===== src/rtl/alu_pkg.sv =====
// Shared definitions for the integer ALU and its issue arbiter: function codes,
// port count, default tag width, operand bundle and the grant-selection helper.
package alu_pkg;

  localparam int NUM_ALU_PORTS = 2;
  localparam int DEFAULT_TAG_W = 4;

  typedef enum logic [2:0] {
    ALU_ADD_SUB = 3'd0,
    ALU_SLL     = 3'd1,
    ALU_SLT     = 3'd2,
    ALU_SLTU    = 3'd3,
    ALU_XOR     = 3'd4,
    ALU_SRL_SRA = 3'd5,
    ALU_OR      = 3'd6,
    ALU_AND_CLR = 3'd7
  } alu_func_e;

  typedef struct packed {
    logic [31:0] a;
    logic [31:0] b;
    logic [2:0]  func;
    logic        mod;
  } alu_op_t;

  // One-hot grant from the eligible set; a tie goes to port 0 under fixed
  // priority, otherwise to the port that did not win last time.
  function automatic logic [1:0] pick_grant(input logic [1:0] elig,
                                            input logic       last_grant,
                                            input logic       fixed_prio);
    case (elig)
      2'b01:   return 2'b01;
      2'b10:   return 2'b10;
      2'b11:   return (fixed_prio || last_grant) ? 2'b01 : 2'b10;
      default: return 2'b00;
    endcase
  endfunction

endpackage


===== src/rtl/alu_resp_fifo.sv =====
// Two-entry in-order response buffer; push and pop may share a cycle.
module alu_resp_fifo #(
  parameter int W = 36
) (
  input  logic         clk,
  input  logic         reset,
  input  logic         push,
  input  logic [W-1:0] push_data,
  input  logic         pop,
  output logic [W-1:0] head_data,
  output logic         full,
  output logic         empty
);

  logic [W-1:0] mem [2];
  logic         wr_ptr;
  logic         rd_ptr;
  logic [1:0]   count;
  logic         do_push;
  logic         do_pop;

  assign full    = (count == 2'd2);
  assign empty   = (count == 2'd0);
  assign do_push = push && !full;
  assign do_pop  = pop && !empty;

  always_ff @(posedge clk) begin
    if (reset) begin
      wr_ptr <= 1'b0;
      rd_ptr <= 1'b0;
      count  <= 2'd0;
    end else begin
      if (do_push) wr_ptr <= ~wr_ptr;
      if (do_pop)  rd_ptr <= ~rd_ptr;
      count <= count + {1'b0, do_push} - {1'b0, do_pop};
    end
  end

  // NOTE: storage is deliberately not reset; the head is masked to zero while
  // empty, so stale contents are never visible and the array stays plain RAM.
  always_ff @(posedge clk) begin
    if (do_push) mem[wr_ptr] <= push_data;
  end

  assign head_data = empty ? '0 : mem[rd_ptr];

endmodule


===== src/rtl/alu_issue_arbiter.sv =====
// Arbitrates two requesters onto one two-cycle ALU, tracks the in-flight op and
// returns each result with its tag through a per-port response FIFO.
module alu_issue_arbiter
  import alu_pkg::*;
#(
  parameter int PRIORITY_MODE = 0,
  parameter int TAG_W         = DEFAULT_TAG_W
) (
  input  logic             clk,
  input  logic             reset,
  input  logic [1:0]       req_valid,
  output logic [1:0]       req_ready,
  input  logic [31:0]      req_a_p0,
  input  logic [31:0]      req_a_p1,
  input  logic [31:0]      req_b_p0,
  input  logic [31:0]      req_b_p1,
  input  logic [2:0]       req_func_p0,
  input  logic [2:0]       req_func_p1,
  input  logic             req_mod_p0,
  input  logic             req_mod_p1,
  input  logic [TAG_W-1:0] req_tag_p0,
  input  logic [TAG_W-1:0] req_tag_p1,
  output logic [1:0]       resp_valid,
  input  logic [1:0]       resp_ready,
  output logic [31:0]      resp_data_p0,
  output logic [31:0]      resp_data_p1,
  output logic [TAG_W-1:0] resp_tag_p0,
  output logic [TAG_W-1:0] resp_tag_p1,
  output logic [31:0]      alu_input_a,
  output logic [31:0]      alu_input_b,
  output logic [2:0]       alu_function_select,
  output logic             alu_function_modifier,
  input  logic [31:0]      alu_result
);

  localparam int W = 32 + TAG_W;

  alu_op_t          op   [NUM_ALU_PORTS];
  logic [TAG_W-1:0] tag  [NUM_ALU_PORTS];
  logic [1:0]       cnt  [NUM_ALU_PORTS];
  logic [W-1:0]     head [NUM_ALU_PORTS];

  logic [1:0]       elig;
  logic [1:0]       grant;
  logic [1:0]       resp_hs;
  logic [1:0]       fifo_full;
  logic [1:0]       fifo_empty;
  logic [1:0]       push_req;
  logic [1:0]       fifo_push;
  logic             last_grant;
  logic             ifl_valid;
  logic             ifl_port;
  logic [TAG_W-1:0] ifl_tag;

  assign op[0]  = '{a: req_a_p0, b: req_b_p0, func: req_func_p0, mod: req_mod_p0};
  assign op[1]  = '{a: req_a_p1, b: req_b_p1, func: req_func_p1, mod: req_mod_p1};
  assign tag[0] = req_tag_p0;
  assign tag[1] = req_tag_p1;

  assign resp_valid = ~fifo_empty;
  assign resp_hs    = resp_valid & resp_ready;

  // A popping port frees a credit in the same cycle, which is what lets a
  // single port with resp_ready high issue back to back.
  always_comb begin
    for (int p = 0; p < NUM_ALU_PORTS; p++) begin
      elig[p] = req_valid[p] && ((cnt[p] < 2'd2) || resp_hs[p]);
    end
  end

  // Grants are suppressed during reset so nothing is accepted and then lost.
  assign grant     = reset ? 2'b00 : pick_grant(elig, last_grant, PRIORITY_MODE == 1);
  assign req_ready = grant;

  always_comb begin
    alu_input_a           = '0;
    alu_input_b           = '0;
    alu_function_select   = '0;
    alu_function_modifier = 1'b0;
    for (int p = 0; p < NUM_ALU_PORTS; p++) begin
      if (grant[p]) begin
        alu_input_a           = op[p].a;
        alu_input_b           = op[p].b;
        alu_function_select   = op[p].func;
        alu_function_modifier = op[p].mod;
      end
    end
  end

  // NOTE: all state here uses non-blocking assignments so every register sees
  // the pre-edge value of its peers regardless of statement order.
  always_ff @(posedge clk) begin
    if (reset) begin
      for (int p = 0; p < NUM_ALU_PORTS; p++) cnt[p] <= 2'd0;
      last_grant <= 1'b1;
      ifl_valid  <= 1'b0;
      ifl_port   <= 1'b0;
      ifl_tag    <= '0;
    end else begin
      for (int p = 0; p < NUM_ALU_PORTS; p++) begin
        cnt[p] <= cnt[p] + {1'b0, grant[p]} - {1'b0, resp_hs[p]};
      end
      ifl_valid <= |grant;
      if (|grant) begin
        last_grant <= grant[1];
        ifl_port   <= grant[1];
        ifl_tag    <= grant[1] ? tag[1] : tag[0];
      end
    end
  end

  assign push_req  = ifl_valid ? (ifl_port ? 2'b10 : 2'b01) : 2'b00;
  assign fifo_push = push_req & ~fifo_full;

  for (genvar g = 0; g < NUM_ALU_PORTS; g++) begin : g_port
    alu_resp_fifo #(.W(W)) u_fifo (
      .clk       (clk),
      .reset     (reset),
      .push      (fifo_push[g]),
      .push_data ({alu_result, ifl_tag}),
      .pop       (resp_hs[g]),
      .head_data (head[g]),
      .full      (fifo_full[g]),
      .empty     (fifo_empty[g])
    );
  end

  assign resp_data_p0 = head[0][W-1:TAG_W];
  assign resp_data_p1 = head[1][W-1:TAG_W];
  assign resp_tag_p0  = head[0][TAG_W-1:0];
  assign resp_tag_p1  = head[1][TAG_W-1:0];

endmodule


===== config.mk =====
export PLATFORM = sky130hd
export DESIGN_NAME = alu_issue_arbiter
export DESIGN_NICKNAME = d
export VERILOG_FILES = /design/src/rtl/alu_pkg.sv /design/src/rtl/alu_resp_fifo.sv /design/src/rtl/alu_issue_arbiter.sv
export SDC_FILE = /design/constraint.sdc
export NUM_CORES = 1
export LEC_CHECK = 0
export BUFFER_PORTS_ARGS = -buffer_cell sky130_fd_sc_hd__buf_2
export CORE_AREA = 2 2 126 128
export CTS_CLUSTER_DIAMETER = 80
export DETAILED_ROUTE_END_ITERATION = 8
export DIE_AREA = 0 0 128 130
export MAX_ROUTING_LAYER = met4
export PLACE_DENSITY = 0.8
export SLEW_MARGIN = 20
export SYNTH_ARGS = -nofsm -noshare
export SYNTH_HDL_FRONTEND = slang
export SYNTH_HIERARCHICAL = 1
export SYNTH_SLANG_ARGS = --single-unit

===== constraint.sdc =====
create_clock -name clk -period 7.34 [get_ports clk]
set_clock_uncertainty 0.2 [all_clocks]
set_input_delay 0.734 -clock clk [delete_from_list [all_inputs] [get_ports clk]]
set_output_delay 0.734 -clock clk [all_outputs]
set_load 0.02 [all_outputs]

==> Word-level counts from Yosys, hierarchy flattened <==
Memories as Yosys holds them, arrays and structs flattened. A register that Yosys moved wholly into a read port is not among the register bits.
Cells that the tools add are included.
{ "word_totals": {"out_inout_bits": 144, "n_memories": 3, "inputBits": 182, "word_cells": 82, "register_bits": 15, "ramBits": 148} }
{ "memory_table": {"columns": ["name", "depth", "word_bits", "read_ports", "rd_clocked_by_memory_dff", "wr", "line", "rtl"], "rows": [
  ["g_port[0].u_fifo.mem", 2, 36, 1, 1, 1, "alu_resp_fifo.sv:15", "logic [W-1:0] mem [2];"],
  ["g_port[1].u_fifo.mem", 2, 36, 1, 1, 1, "alu_resp_fifo.sv:15", null],
  ["cnt", 2, 2, 2, 0, 2, "alu_issue_arbiter.sv:40", "logic [1:0] cnt [NUM_ALU_PORTS];"]
]} }
{ "classes": {"n_reduce_logical": 15, "addsub": 8, "n_bitwise": 10, "n_lt_le_gt_ge": 2, "n_mux": 29, "n_eq_ne": 5} }
{ "ops": {"columns": ["op", "count"], "rows": [
  ["32-bit two-way mux", 4],
  ["36-bit two-way mux", 2],
  ["1-bit two-way mux", 13],
  ["2-bit two-way mux", 6],
  ["2-bit by 1-bit adder with 2-bit output", 4],
  ["2-bit == test, second input constant", 4],
  ["2-bit by 1-bit subtractor with 2-bit output", 4],
  ["1-bit logical AND", 6],
  ["3-bit two-way mux", 2],
  ["2-bit case mux with 3 select lines", 1],
  ["2-bit bitwise AND", 2],
  ["1-bit logical NOT", 4],
  ["2-bit logical NOT", 2],
  ["2-bit less-than comparator, second input constant", 2],
  ["4-bit two-way mux", 1],
  ["1-bit inverter", 4],
  ["2-bit inverter", 2],
  ["2-bit by 1-bit == test with 1-bit output, second input constant", 1],
  ["1-bit logical OR", 2],
  ["1-bit bitwise OR", 2],
  ["2-bit OR reduction", 1]
]} }

==> Longest topological paths before layout <==
Gate-level depths: netlist of the first run.
{ "depth": {"word_depth": 11, "ltp_mapped": 12, "depth_no_buf": 11} }

==> By module <==
Netlist of the first run, hierarchy kept.
{ "modules_own_cells": {"columns": ["mod", "area_per_inst_um2", "instances", "cells_per_inst", "seq_area_each_um2"], "rows": [
  ["alu_resp_fifo", 2940.3, 2, 179, 2262.2],
  ["alu_issue_arbiter", 1333.8, 1, 153, 220.2]
]} }

==> Worst setup path before layout of the first run <==
No wires, ideal clock.
{ "synth_timing": {"path_kind": "register to output", "from": "register g_port[0].u_fifo.count[1]", "to": "output alu_input_a[12]", "stages_incl_launch_ff": 10, "n_path_buf": 3, "required_ns": 6.406, "t_arrival_ns": 2.036, "path_slack_ns": 4.370, "path_cell_list": "dfxtp_1 nor2_2 buf_2 nand2b_4 a21oi_2 or3_4 inv_4 buf_8 buf_12 a22o_1"} }
{ "synth_via": {"elab_chain_len": 10, "elab_cells_between_ends": 12, "cone_classes": "eq/ne: 3; mux: 4; bitwise: 2; reduce/logical: 3"} }
{ "synth_lines": {"columns": ["item", "line", "rtl"], "rows": [
  ["from (decl)", "alu_resp_fifo.sv:18", "logic [1:0] count;"],
  ["from (signal assigned)", "alu_resp_fifo.sv:35", "count <= count + {1'b0, do_push} - {1'b0, do_pop};"],
  ["2-bit logical NOT (*)", "alu_resp_fifo.sv:23", "assign empty = (count == 2'd0);"],
  ["via fifo_empty[0]", "alu_issue_arbiter.sv:47", "logic [1:0] fifo_empty;"],
  ["2-bit inverter (*)", "alu_issue_arbiter.sv:60", "assign resp_valid = ~fifo_empty;"],
  ["2-bit bitwise AND (*)", "alu_issue_arbiter.sv:61", "assign resp_hs = resp_valid & resp_ready;"],
  ["1-bit logical OR (*)", "alu_issue_arbiter.sv:67", "elig[p] = req_valid[p] && ((cnt[p] < 2'd2) || resp_hs[p]);"],
  ["1-bit logical AND (*)", "alu_issue_arbiter.sv:67", null],
  ["2-bit == test or 2-bit by 1-bit == test with 1-bit output (tied branches)", "alu_pkg.sv:31", "case (elig)"],
  ["2-bit case mux with 3 select lines (*)", "alu_pkg.sv:31", null],
  ["2-bit two-way mux (*)", "alu_issue_arbiter.sv:72", "assign grant = reset ? 2'b00 : pick_grant(elig, last_grant, PRIORITY_MODE == 1);"],
  ["32-bit two-way mux", "alu_issue_arbiter.sv:81", "if (grant[p]) begin"],
  ["32-bit two-way mux (*)", "alu_issue_arbiter.sv:81", null],
  ["to (decl)", "alu_issue_arbiter.sv:29", "output logic [31:0] alu_input_a,"]
]} }
The timed path passes the listed nets; every way through them passes the cells marked *.

==> Final worst setup path of the first run <==
{ "layout_timing": {"from": "register g_port[1].u_fifo.count[1]", "to": "output alu_function_select[2]"} }
{ "layout_via": {"elab_chain_len": 10, "elab_cells_between_ends": 12, "cone_classes": "eq/ne: 3; mux: 4; bitwise: 2; reduce/logical: 3"} }
{ "layout_lines": {"columns": ["item", "line", "rtl"], "rows": [
  ["from (decl)", "alu_resp_fifo.sv:18", null],
  ["from (signal assigned)", "alu_resp_fifo.sv:35", null],
  ["2-bit logical NOT (*)", "alu_resp_fifo.sv:23", null],
  ["via fifo_empty[1]", "alu_issue_arbiter.sv:47", null],
  ["2-bit inverter (*)", "alu_issue_arbiter.sv:60", null],
  ["2-bit bitwise AND (*)", "alu_issue_arbiter.sv:61", null],
  ["via resp_hs[1]", "alu_issue_arbiter.sv:45", "logic [1:0] resp_hs;"],
  ["1-bit logical OR (*)", "alu_issue_arbiter.sv:67", null],
  ["1-bit logical AND (*)", "alu_issue_arbiter.sv:67", null],
  ["2-bit == test or 2-bit by 1-bit == test with 1-bit output (tied branches)", "alu_pkg.sv:31", null],
  ["2-bit case mux with 3 select lines (*)", "alu_pkg.sv:31", null],
  ["2-bit two-way mux (*)", "alu_issue_arbiter.sv:72", null],
  ["3-bit two-way mux", "alu_issue_arbiter.sv:81", null],
  ["3-bit two-way mux (*)", "alu_issue_arbiter.sv:81", null],
  ["to (decl)", "alu_issue_arbiter.sv:31", "output logic [2:0] alu_function_select,"]
]} }
Marked as above.

==> reports/summary.txt, run 1 <==
Setup Fix Bufs, Post-CTS: 0
Slew margin rel.: 0.370
Rows: 46
WL met3: 1.51 mm
Post-synth design cell area: 7210 µm²
Slowest cell on crit path: nor2_4
Leading area contributor after synthesis: edfxtp_1
DRC violations left: 0
Setup TNS: 0 ns
CTS tree: built
Wire per inst: 19.7 µm
GPL Wtd Cong: 0.894
Worst-case hold path end point: g_port[1].u_fifo/wr_ptr
Non-filler cells, final: 1036
Cell Pwr Density: 296 nW/µm²
Synth unique cells: 43
Max Fclk: 0.246 GHz
Syn avg cell area: 14.1 µm²
WS Path Type: reg2out
Final Cell Area: 9450 µm²
R2R depth: 8
Main synth FF type: edfxtp_1
Place WS: 3.70 ns
# hold bufs at CTS: 0
Largest net degree at the start of global routing: 71
CP dominant cell by count: nor2_4
CTS max path bufs: 2
Max H-tree Level: 4
Post-synth EDFFs: 144
Synth area leaders: edfxtp_1 (60%), mux2i_1 (10%), a22o_1 (8.3%), dfxtp_1 (5.8%), nor2_1 (4.3%)
I/O pin count: 326
DR top layer: met4
Largest stage delay, worst path: 0.75 ns
Fillcell total: 1262
Final worst slack: 3.28 ns
Crit-path cells: nor2_4 > nor2b_4 > o21a_1 > nor2_4 > buf_4 > a22o_1 > buf_2
Period utilisation layout: 0.553
Hold Vio Cnt, Final: 0
MaxCap Viol Count: 0
Clock Sink Count: 165
Clock root buffer: clkbuf_16
Vias in the first global route: 5350
Power Total: 2.80 mW
FFs w/ async S/R, synth: 0
Most common cell in the netlist: edfxtp_1
Max IR drop VDD: 156 µV
Port Buf Inserts: 325
Remaining antenna violation count: 0
Detailed Place HPWL: 14.6 mm
Clk slew on worst S/H paths: 0.06 ns
Placed cells: 1004
M1 wire length: 7.90 mm
Fin util: 0.613
# resized after CTS: 0
Worst setup SP type: flop
First-pass GRT wire length: 29.1 mm
Clk_lat worst skew: 0.42 ns
Routed wire length: 20.5 mm
CP arrival: 3.13 ns
Post-Synthesis Cells: 511
Reg-to-reg slack, setup: 4.37 ns
CP endpoint kind: output port
RR Startpoint: g_port[0].u_fifo/count[1]
Grt total ovfl: 0
Hold Worst Slack: 0.292 ns
Starting DRT DRC Count: 363
Hold Path Origin: g_port[1].u_fifo/wr_ptr
Max-slew violations: 0
TritonRoute pass-1 iters: 4
RR Endpoint: cnt[0][2]
Worst Path Required: 6.41 ns
Leakage: 4.09 nW
Setup violators final: 0
Die area: 16600 µm²
RSZ-0062 raised after global routing: no
YS warnings: 6
Worst hold-check path type: reg2reg
Die width: 128 µm
Post-synth top area share: 0.599
Commonest cells in the netlist: edfxtp_1 (144), nor2_1 (82), mux2i_1 (72)
Post-DP Area: 8920 µm²
Core area: 15400 µm²
FF+latch count, synth: 165
Cell depth of the worst min-delay path: 2
Status: complete, no violations
Final min period: 4.06 ns
Area Growth Syn to Fin: 31.0%
Cts bufs inserted: 17
Share of layout cells above drive strength 1: 0.444
Vias/cell: 5.33
Via Count: 5517
Met2 WL: 10.6 mm
Initial Util: 0.468
CP max FO: 69
Slew @ Worst Pin: 0.945 ns
Die Y: 130 µm
Register area share after synthesis: 0.658
Net count of the mapped netlist: 700
Initial antenna violation count: 1
Nets@finish: 1020
GRT Total Usage: 0.246
-- layout by cell type, fill, tap and decap left out, types with 5 or more instances in the layout --
cell type    n
dfxtp_1     19
buf_4        6
edfxtp_1   144
nor2_1      82
ha_1         7
clkbuf_16   17
a22o_1      68
o21ai_0     10
mux2i_1     72
inv_1       16
buf_2      325
xor2_1       5
-- report_power, final --
part | internal [mW] | leakage, nW | switching, mW | total (mW)
clock | 0.461 | 0.248 | 0.334 | 0.794
combinational | 0.287 | 2.35 | 0.555 | 0.842
sequential | 1.13 | 1.49 | 0.0339 | 1.16
-- state kept, by name (all words and copies together), names as in the netlist, named ones only --
register	flops
cnt	4
g_port.u_fifo/count	4
g_port.u_fifo/mem	144
g_port.u_fifo/rd_ptr	2
g_port.u_fifo/wr_ptr	2
ifl_port	1
ifl_tag	4
ifl_valid	1
last_grant	1
-- kinds of logic (layout without fill, tap and decap cells) --
kind of cell	after synthesis	after routing	synth area share
AOI/OAI and AO/OA	93	93	0.106
xor gates and xnor gates	7	7	0.00850
adders and majority gates	7	7	0.0121
buffers and inverters	49	381	0.0394
DFF	165	165	0.658
muxes	73	73	0.101
other	0	1	0
and+or+nand+nor	117	117	0.0753
-- critical path, delay by kind of cell, from the launching register on --
family | cells | cell delay [ns]
AND/OR/NAND/NOR | 3 | 0.98
AO/OA/AOI/OAI | 2 | 0.60
buffers and inverters | 2 | 0.74
flip-flops | 1 | 0.37
-- how the worst max path moves through the flow --
stage | startpoint | to | cells after the start
finish | g_port[1].u_fifo/count[1] | alu_function_select[2] | 7
CTS | g_port[1].u_fifo/count[1] | alu_input_b[16] | 7
floorplan | g_port[0].u_fifo/count[1] | alu_input_a[12] | 9
global placement | g_port[1].u_fifo/count[1] | alu_input_b[14] | 7
detailed placement | g_port[1].u_fifo/count[1] | alu_input_b[16] | 7
global route | g_port[1].u_fifo/count[1] | alu_input_b[15] | 7
-- area by class of cell --
type / instances / area, µm² / share of cell area
Antenna cell: 1 / 2.50 / 0.000265
Clock buffer: 21 / 440 / 0.0466
Clock inverter: 10 / 83.8 / 0.00887
Inverter: 19 / 73.8 / 0.00781
Multi-Input combinational cell: 297 / 2190 / 0.232
Sequential cell: 165 / 4750 / 0.502
Tap cell: 192 / 240 / 0.0254
Timing Repair Buffer: 331 / 1670 / 0.177
-- per-layer routing --
| metal | vias up | track usage |
|---|---|---|
| met2 | 257 | 0.425 |
| met1 | 2660 | 0.283 |
| met3 | 31 | 0.0631 |
| met4 | 0 | 0.0763 |
| met5 | - | - |
| li1 | 2569 | - |
Power figures use the tool's default switching activity.
==> run 2, diff against run 1 <==
--- a/config.mk
+++ b/config.mk
@@ -6,12 +6,13 @@
 export NUM_CORES = 1
 export LEC_CHECK = 0
 export BUFFER_PORTS_ARGS = -buffer_cell sky130_fd_sc_hd__buf_2
-export CORE_AREA = 2 2 126 128
+export CORE_ASPECT_RATIO = 1.75
+export CORE_MARGIN = 1
+export CORE_UTILIZATION = 43
 export CTS_CLUSTER_DIAMETER = 80
 export DETAILED_ROUTE_END_ITERATION = 8
-export DIE_AREA = 0 0 128 130
 export MAX_ROUTING_LAYER = met4
-export PLACE_DENSITY = 0.8
+export PLACE_DENSITY = 0.77
 export SLEW_MARGIN = 20
 export SYNTH_ARGS = -nofsm -noshare
 export SYNTH_HDL_FRONTEND = slang
==> constraint.sdc (replaced) <==
create_clock -name clk -period 3.3 [get_ports clk]
set_clock_uncertainty 0.2 [all_clocks]
set_input_delay 0.33 -clock clk [delete_from_list [all_inputs] [get_ports clk]]
set_output_delay 0.33 -clock clk [all_outputs]
set_load 0.02 [all_outputs]
==> run 2 against run 1 <==
Power rose by 130%. Register-to-register slack worse by 3.6 ns. Largest cell class unchanged. Non-clock buffer count rose by 38.
==> reports/summary.txt, run 2 (synthesis gave the netlist of run 1 again) <==
Max Fclk: 0.317 GHz
Clock Sink Count: 165 (unchanged)
Remaining antenna violation count: 0 (unchanged)
Detailed Place HPWL: 16.7 mm (+15%)
I/O pin count: 326 (unchanged)
CP arrival: 2.63 ns (-0.50 ns)
Starting DRT DRC Count: 319 (-12%)
Setup TNS: 0 ns (unchanged)
Cell Pwr Density: 647 nW/µm² (+120%)
Placed cells: 1040 (+3.6%)
Vias/cell: 5.28 (-0.93%)
Most frequent cells in the layout: buf_2 (325), edfxtp_1 (144), nor2_1 (82), mux2i_1 (72), a22o_1 (68)
Slew margin rel.: 0.402 (+0.0323)
Die Y: 173 µm (+33%)
Initial Util: 0.439 (-0.0290)
Largest stage delay, worst path: 0.47 ns (-0.28 ns)
Worst hold-check path type: in2reg
Slew @ Worst Pin: 0.897 ns (-0.0485 ns)
Hold Vio Cnt, Final: 0 (unchanged)
Crit-path cells: nor2_4 > nand2b_4 > a211o_1 > nor2_4 > buf_12 > a22o_1 > buf_2
Largest net degree at the start of global routing: 51 (-28%)
Switching pwr: 2.16 mW (+130%)
Cts bufs inserted: 17 (unchanged)
TritonRoute pass-1 iters: 5 (+1)
Rows: 62 (+35%)
Port Buf Inserts: 325 (unchanged)
Status: complete, no violations
WS Path Type: reg2out
Die area: 17300 µm² (+4.1%)
Non-filler cells, final: 1114 (+7.5%)
Largest Register: g_port.u_fifo/mem
Area Growth Syn to Fin: 38.3%
Power Total: 6.46 mW (+130%)
Period utilisation layout: 0.957
Nets@finish: 1059 (+3.8%)
CP endpoint kind: output port
Core area: 16400 µm² (+6.6%)
CTS tree: built
Critical path origin: g_port[0].u_fifo/count[1]
MaxCap Viol Count: 0 (unchanged)
Worst setup SP type: flop
GRT Total Usage: 0.267 (+0.0219)
Fillcell total: 1322 (+4.8%)
Share of layout cells above drive strength 1: 0.434 (-0.0101)
Via Count: 5877 (+6.5%)
Setup violators final: 0 (unchanged)
Sw Ratio: 0.334 (+0.00458)
DRC violations left: 0 (unchanged)
Wire per inst: 20.8 µm (+5.2%)
Grt total ovfl: 0 (unchanged)
Initial antenna violation count: 7 (+6)
Hold Path Origin: req_tag_p0[3]
Clk_lat worst skew: 0.42 ns (about the same)
GPL Wtd Cong: 1.01 (+13%)
Worst Path Required: 2.77 ns (-3.64 ns)
Clock root buffer: clkbuf_16
Internal power: 4.30 mW (+130%)
Max reg flops: 144 (unchanged)
Most common cell after layout, fill and taps aside: buf_2
CTS max path bufs: 2 (unchanged)
Vias in the first global route: 5736 (+7.2%)
RR Startpoint: g_port[0].u_fifo/count[0]
Max-slew violations: 0 (unchanged)
CP max FO: 50 (-28%)
First-pass GRT wire length: 31.8 mm (+9.2%)
Clk slew on worst S/H paths: 0.06 ns (about the same)
Die width: 99.9 µm (-22%)
RSZ-0062 raised after global routing: no
Setup Fix Bufs, Post-CTS: 0 (unchanged)
Leakage: 4.29 nW (+4.9%)
CP dominant cell by count: nor2_4
Slowest cell on crit path: a211o_1
Clock power share: 0.290 (+0.006)
Reg-to-reg slack, setup: 0.78 ns (-3.59 ns)
Routed wire length: 23.1 mm (+13%)
Max H-tree Level: 4 (unchanged)
Final min period: 3.16 ns
Flop pwr share: 0.405 (-0.010)
Power share of the combinational group: 0.306 (+0.005)
Max IR drop VDD: 336 µV (+120%)
==> run 2: area by class of cell <==
class,count,area (µm²),area share
Multi-Input combinational cell,298,2200,0.221
Tap cell,224,280,0.0281
Clock buffer,18,429,0.0430
Sequential cell,165,4750,0.476
Clock inverter,12,133,0.0133
Timing Repair Buffer,369,2090,0.210
Antenna cell,9,22.5,0.00226
Inverter,19,73.8,0.00740
==> run 2: stage by stage <==
stage	hold slack [ns]	area [µm²]	util	setup WS, ns
after floorplan	0.199	7210	-	0.734
after global placement	0.268	9050	0.550	0.608
after detailed placement	0.289	9050	0.550	0.559
after CTS	0.00289	9950	0.605	0.108
after global routing	0.0202	9970	0.607	0.0187
final	0.0169	9980	0.607	0.141
==> run 2: power groups by stage <==
stage | Sequential [mW] | Combinational (mW) | Clock [mW]
finish | 2.61 | 1.98 | 1.87
global route | 2.63 | 2.09 | 1.97
floorplan | 2.60 | 1.23 | 0
detailed placement | 2.65 | 1.92 | 0
CTS | 2.61 | 1.97 | 1.88
global placement | 2.64 | 1.91 | 0
==> run 2: layer usage <==
metal | up-vias | global-route usage | part of all wire
met5 | - | - | 0
met4 | 0 | 0.119 | 0.030
met3 | 40 | 0.0552 | 0.098
met2 | 370 | 0.464 | 0.52
met1 | 2814 | 0.290 | 0.36
li1 | 2653 | - | -
==> run 2: worst paths after layout <==
kind / cells past startpoint / endpoint
setup / recovery: 7 / alu_input_b[12]
hold / removal: 3 / ifl_tag[3]
setup reg to reg: 7 / g_port[0].u_fifo/mem[0][29]
hold reg to reg: 2 / g_port[0].u_fifo/wr_ptr
==> run 2: critical path, delay by kind of cell (launching register included) <==
kind | cells | cell delay [ns]
DFF | 1 | 0.44
AOI/OAI and AO/OA | 2 | 0.67
and+or+nand+nor | 3 | 0.62
buffers and inverters | 2 | 0.46
==> run 2: repair_timing <==
item / in CTS / in global routing
hold buffers: 34 / 0
resized for setup: 0 / 0
endpoints found under the hold margin: 130 / 0
endpoints found under the setup margin: 0 / 2
==> run 3, diff against run 2 <==
--- a/config.mk
+++ b/config.mk
@@ -6,13 +6,12 @@
 export NUM_CORES = 1
 export LEC_CHECK = 0
 export BUFFER_PORTS_ARGS = -buffer_cell sky130_fd_sc_hd__buf_2
-export CORE_ASPECT_RATIO = 1.75
-export CORE_MARGIN = 1
-export CORE_UTILIZATION = 43
+export CORE_AREA = 2 2 126 128
 export CTS_CLUSTER_DIAMETER = 80
 export DETAILED_ROUTE_END_ITERATION = 8
+export DIE_AREA = 0 0 128 130
 export MAX_ROUTING_LAYER = met4
-export PLACE_DENSITY = 0.77
+export PLACE_DENSITY = 0.8
 export SLEW_MARGIN = 20
 export SYNTH_ARGS = -nofsm -noshare
 export SYNTH_HDL_FRONTEND = slang
==> constraint.sdc (replaced) <==
create_clock -name clk -period 3.8 [get_ports clk]
set_clock_uncertainty 0.2 [all_clocks]
set_input_delay 0.38 -clock clk [delete_from_list [all_inputs] [get_ports clk]]
set_output_delay 0.38 -clock clk [all_outputs]
set_load 0.02 [all_outputs]
==> run 3 against run 2 <==
Die area decreased by 3.9%. Utilization increased by 3.1 points. Clock-buffer cell count decreased by 1. Power decreased by 14%. Routed wire length decreased by 8.1%.
==> reports/summary.txt, run 3 (synthesis gave the netlist of run 1 again) <==
Die area: 16600 µm² (-3.9%)
Area Growth Syn to Fin: 36.4%
Wire per inst: 19.8 µm (-4.6%)
Crit-path cells: nor2_2 > nand2b_4 > a21oi_2 > or3_4 > inv_4 > a22o_1 > buf_2
First-pass GRT wire length: 30.6 mm (-3.7%)
Detailed Place HPWL: 15.0 mm (-10%)
Status: complete, no violations
Clk_lat worst skew: 0.41 ns (about the same)
Clock Sink Count: 165 (unchanged)
Largest Register: g_port.u_fifo/mem
FF/Latch Area: 4750 µm² (unchanged)
Slew margin rel.: 0.337 (-0.0657)
Setup Fix Bufs, Post-CTS: 0 (unchanged)
CTS tree: built
Remaining antenna violation count: 0 (unchanged)
Routed wire length: 21.3 mm (-8.1%)
Max Fclk: 0.308 GHz
Worst setup SP type: flop
CP arrival: 2.66 ns (+0.03 ns)
Max reg flops: 144 (unchanged)
Area of the multi-input gates: 2190 µm² (-0.51%)
# resized after CTS: 0 (unchanged)
Internal power: 3.67 mW (-15%)
Max IR drop VDD: 317 µV (-5.8%)
WS Path Type: reg2out
Critical path buffer and inverter count: 2 (unchanged)
TritonRoute pass-1 iters: 5 (unchanged)
Post-DP Area: 8950 µm² (-1.1%)
Clk slew on worst S/H paths: 0.06 ns (about the same)
Largest stage delay, worst path: 0.50 ns (+0.03 ns)
Max-slew violations: 0 (unchanged)
CTS max path bufs: 2 (unchanged)
Vias/cell: 5.35 (+1.4%)
DRC violations left: 0 (unchanged)
Setup TNS: 0 ns (unchanged)
Max H-tree Level: 4 (unchanged)
Setup violators final: 0 (unchanged)
Most common cell after layout, fill and taps aside: buf_2
Via Count: 5740 (-2.3%)
Final Cell Area: 9840 µm² (-1.4%)
# hold bufs at CTS: 32 (-5.9%)
Largest net degree at the start of global routing: 71 (+39%)
CP endpoint kind: output port
Final worst slack: 0.556 ns (+0.415 ns)
Cts bufs inserted: 17 (unchanged)
Leakage: 4.26 nW (-0.63%)
Sw Ratio: 0.336 (+0.00206)
Top cell family by delay on the critical path: simple AND/OR/NAND/NOR gates
Hold Vio Cnt, Final: 0 (unchanged)
Initial Util: 0.468 (+0.0290)
Switching pwr: 1.86 mW (-14%)
Die Y: 130 µm (-25%)
RSZ-0062 raised after global routing: no
Core area: 15400 µm² (-6.2%)
GPL Wtd Cong: 0.893 (-11%)
Grt total ovfl: 0 (unchanged)
Slew @ Worst Pin: 0.995 ns (+0.0985 ns)
Final min period: 3.24 ns
Rows: 46 (-26%)
Cell Pwr Density: 562 nW/µm² (-13%)
Initial antenna violation count: 3 (-4)
Vias in the first global route: 5643 (-1.6%)
Flop pwr share: 0.406 (about the same)
Worst hold-check path type: in2reg
Share of layout cells above drive strength 1: 0.436 (+0.00212)
Die width: 128 µm (+28%)
Slowest cell on crit path: inv_4
Fillcell total: 1192 (-9.8%)
Starting DRT DRC Count: 371 (+16%)
GRT Total Usage: 0.255 (-0.0123)
Port Buf Inserts: 325 (unchanged)
Clock root buffer: clkbuf_16
Worst Path Required: 3.22 ns (+0.45 ns)
Power share of the combinational group: 0.301 (-0.005)
MaxCap Viol Count: 0 (unchanged)
CP max FO: 70 (+40%)
Nets@finish: 1055 (-0.38%)
Place WS: 0.992 ns (+0.433 ns)
Clock power share: 0.293 (+0.003)
I/O pin count: 326 (unchanged)
Most frequent cells in the layout: buf_2 (325), edfxtp_1 (144), nor2_1 (82), mux2i_1 (72), a22o_1 (68)
Reg-to-reg slack, setup: 1.21 ns (+0.43 ns)
Period utilisation layout: 0.854
[run 3: cell types whose count changed in the layout (fill, tap and decap cells not counted), moves of 2 or more]
| cell | before | now |
|---|---|---|
| buf_4 | 6 | 9 |
| inv_6 | 1 | 6 |
| diode_2 | 9 | 2 |
| buf_12 | 4 | 0 |
| dlygate4sd3_1 | 34 | 32 |
| clkinv_4 | 4 | 2 |
[run 3: per-stage QoR]
step                      total power, mW  hold WS (ns)  std cells  utilization
final                                5.53        0.0815       1073        0.638
after detailed placement             3.92         0.277       1007        0.580
after floorplan                      3.33         0.249        511            -
after global routing                 5.78        0.0735       1073        0.638
after global placement               3.89         0.273       1007        0.580
after CTS                            5.57        0.0615       1071        0.638
[run 3: path summary, 6_finish.rpt]
| path | start | end | depth (start not counted) |
|---|---|---|---|
| hold / removal | req_tag_p0[3] | ifl_tag[3] | 3 |
| setup / recovery | g_port[0].u_fifo/count[1] | alu_input_b[17] | 7 |
| setup reg to reg | g_port[0].u_fifo/count[0] | g_port[0].u_fifo/mem[0][4] | 7 |
| hold reg to reg | g_port[0].u_fifo/wr_ptr | g_port[0].u_fifo/wr_ptr | 2 |
[run 3: power groups by stage]
stage                     Combinational, mW  Sequential [mW]  Clock [mW]
after floorplan                        1.07             2.26           0
after global placement                 1.62             2.27           0
after detailed placement               1.64             2.28           0
after CTS                              1.68             2.25        1.65
after global routing                   1.79             2.26        1.73
final                                  1.66             2.25        1.62
[run 3: worst min-delay path: stages]
cell and delay [ns]:
buf_2 0.10, nand3_1 0.06, a311oi_1 0.09
[run 3: metal layers]
| layer | vias to the layer above | routed length [µm] | GRT usage |
|---|---|---|---|
| met3 | 34 | 1360 | 0.0726 |
| met2 | 245 | 11000 | 0.427 |
| li1 | 2647 | - | - |
| met1 | 2814 | 8430 | 0.298 |
| met5 | - | 0 | - |
| met4 | 0 | 482 | 0.0866 |
[run 3: final cells by class]
class,instances,share of cell area
Antenna cell,2,0.000509
Clock buffer,17,0.0432
Clock inverter,15,0.0145
Inverter,19,0.00750
Multi-Input combinational cell,297,0.223
Sequential cell,165,0.482
Tap cell,192,0.0244
Timing Repair Buffer,366,0.205
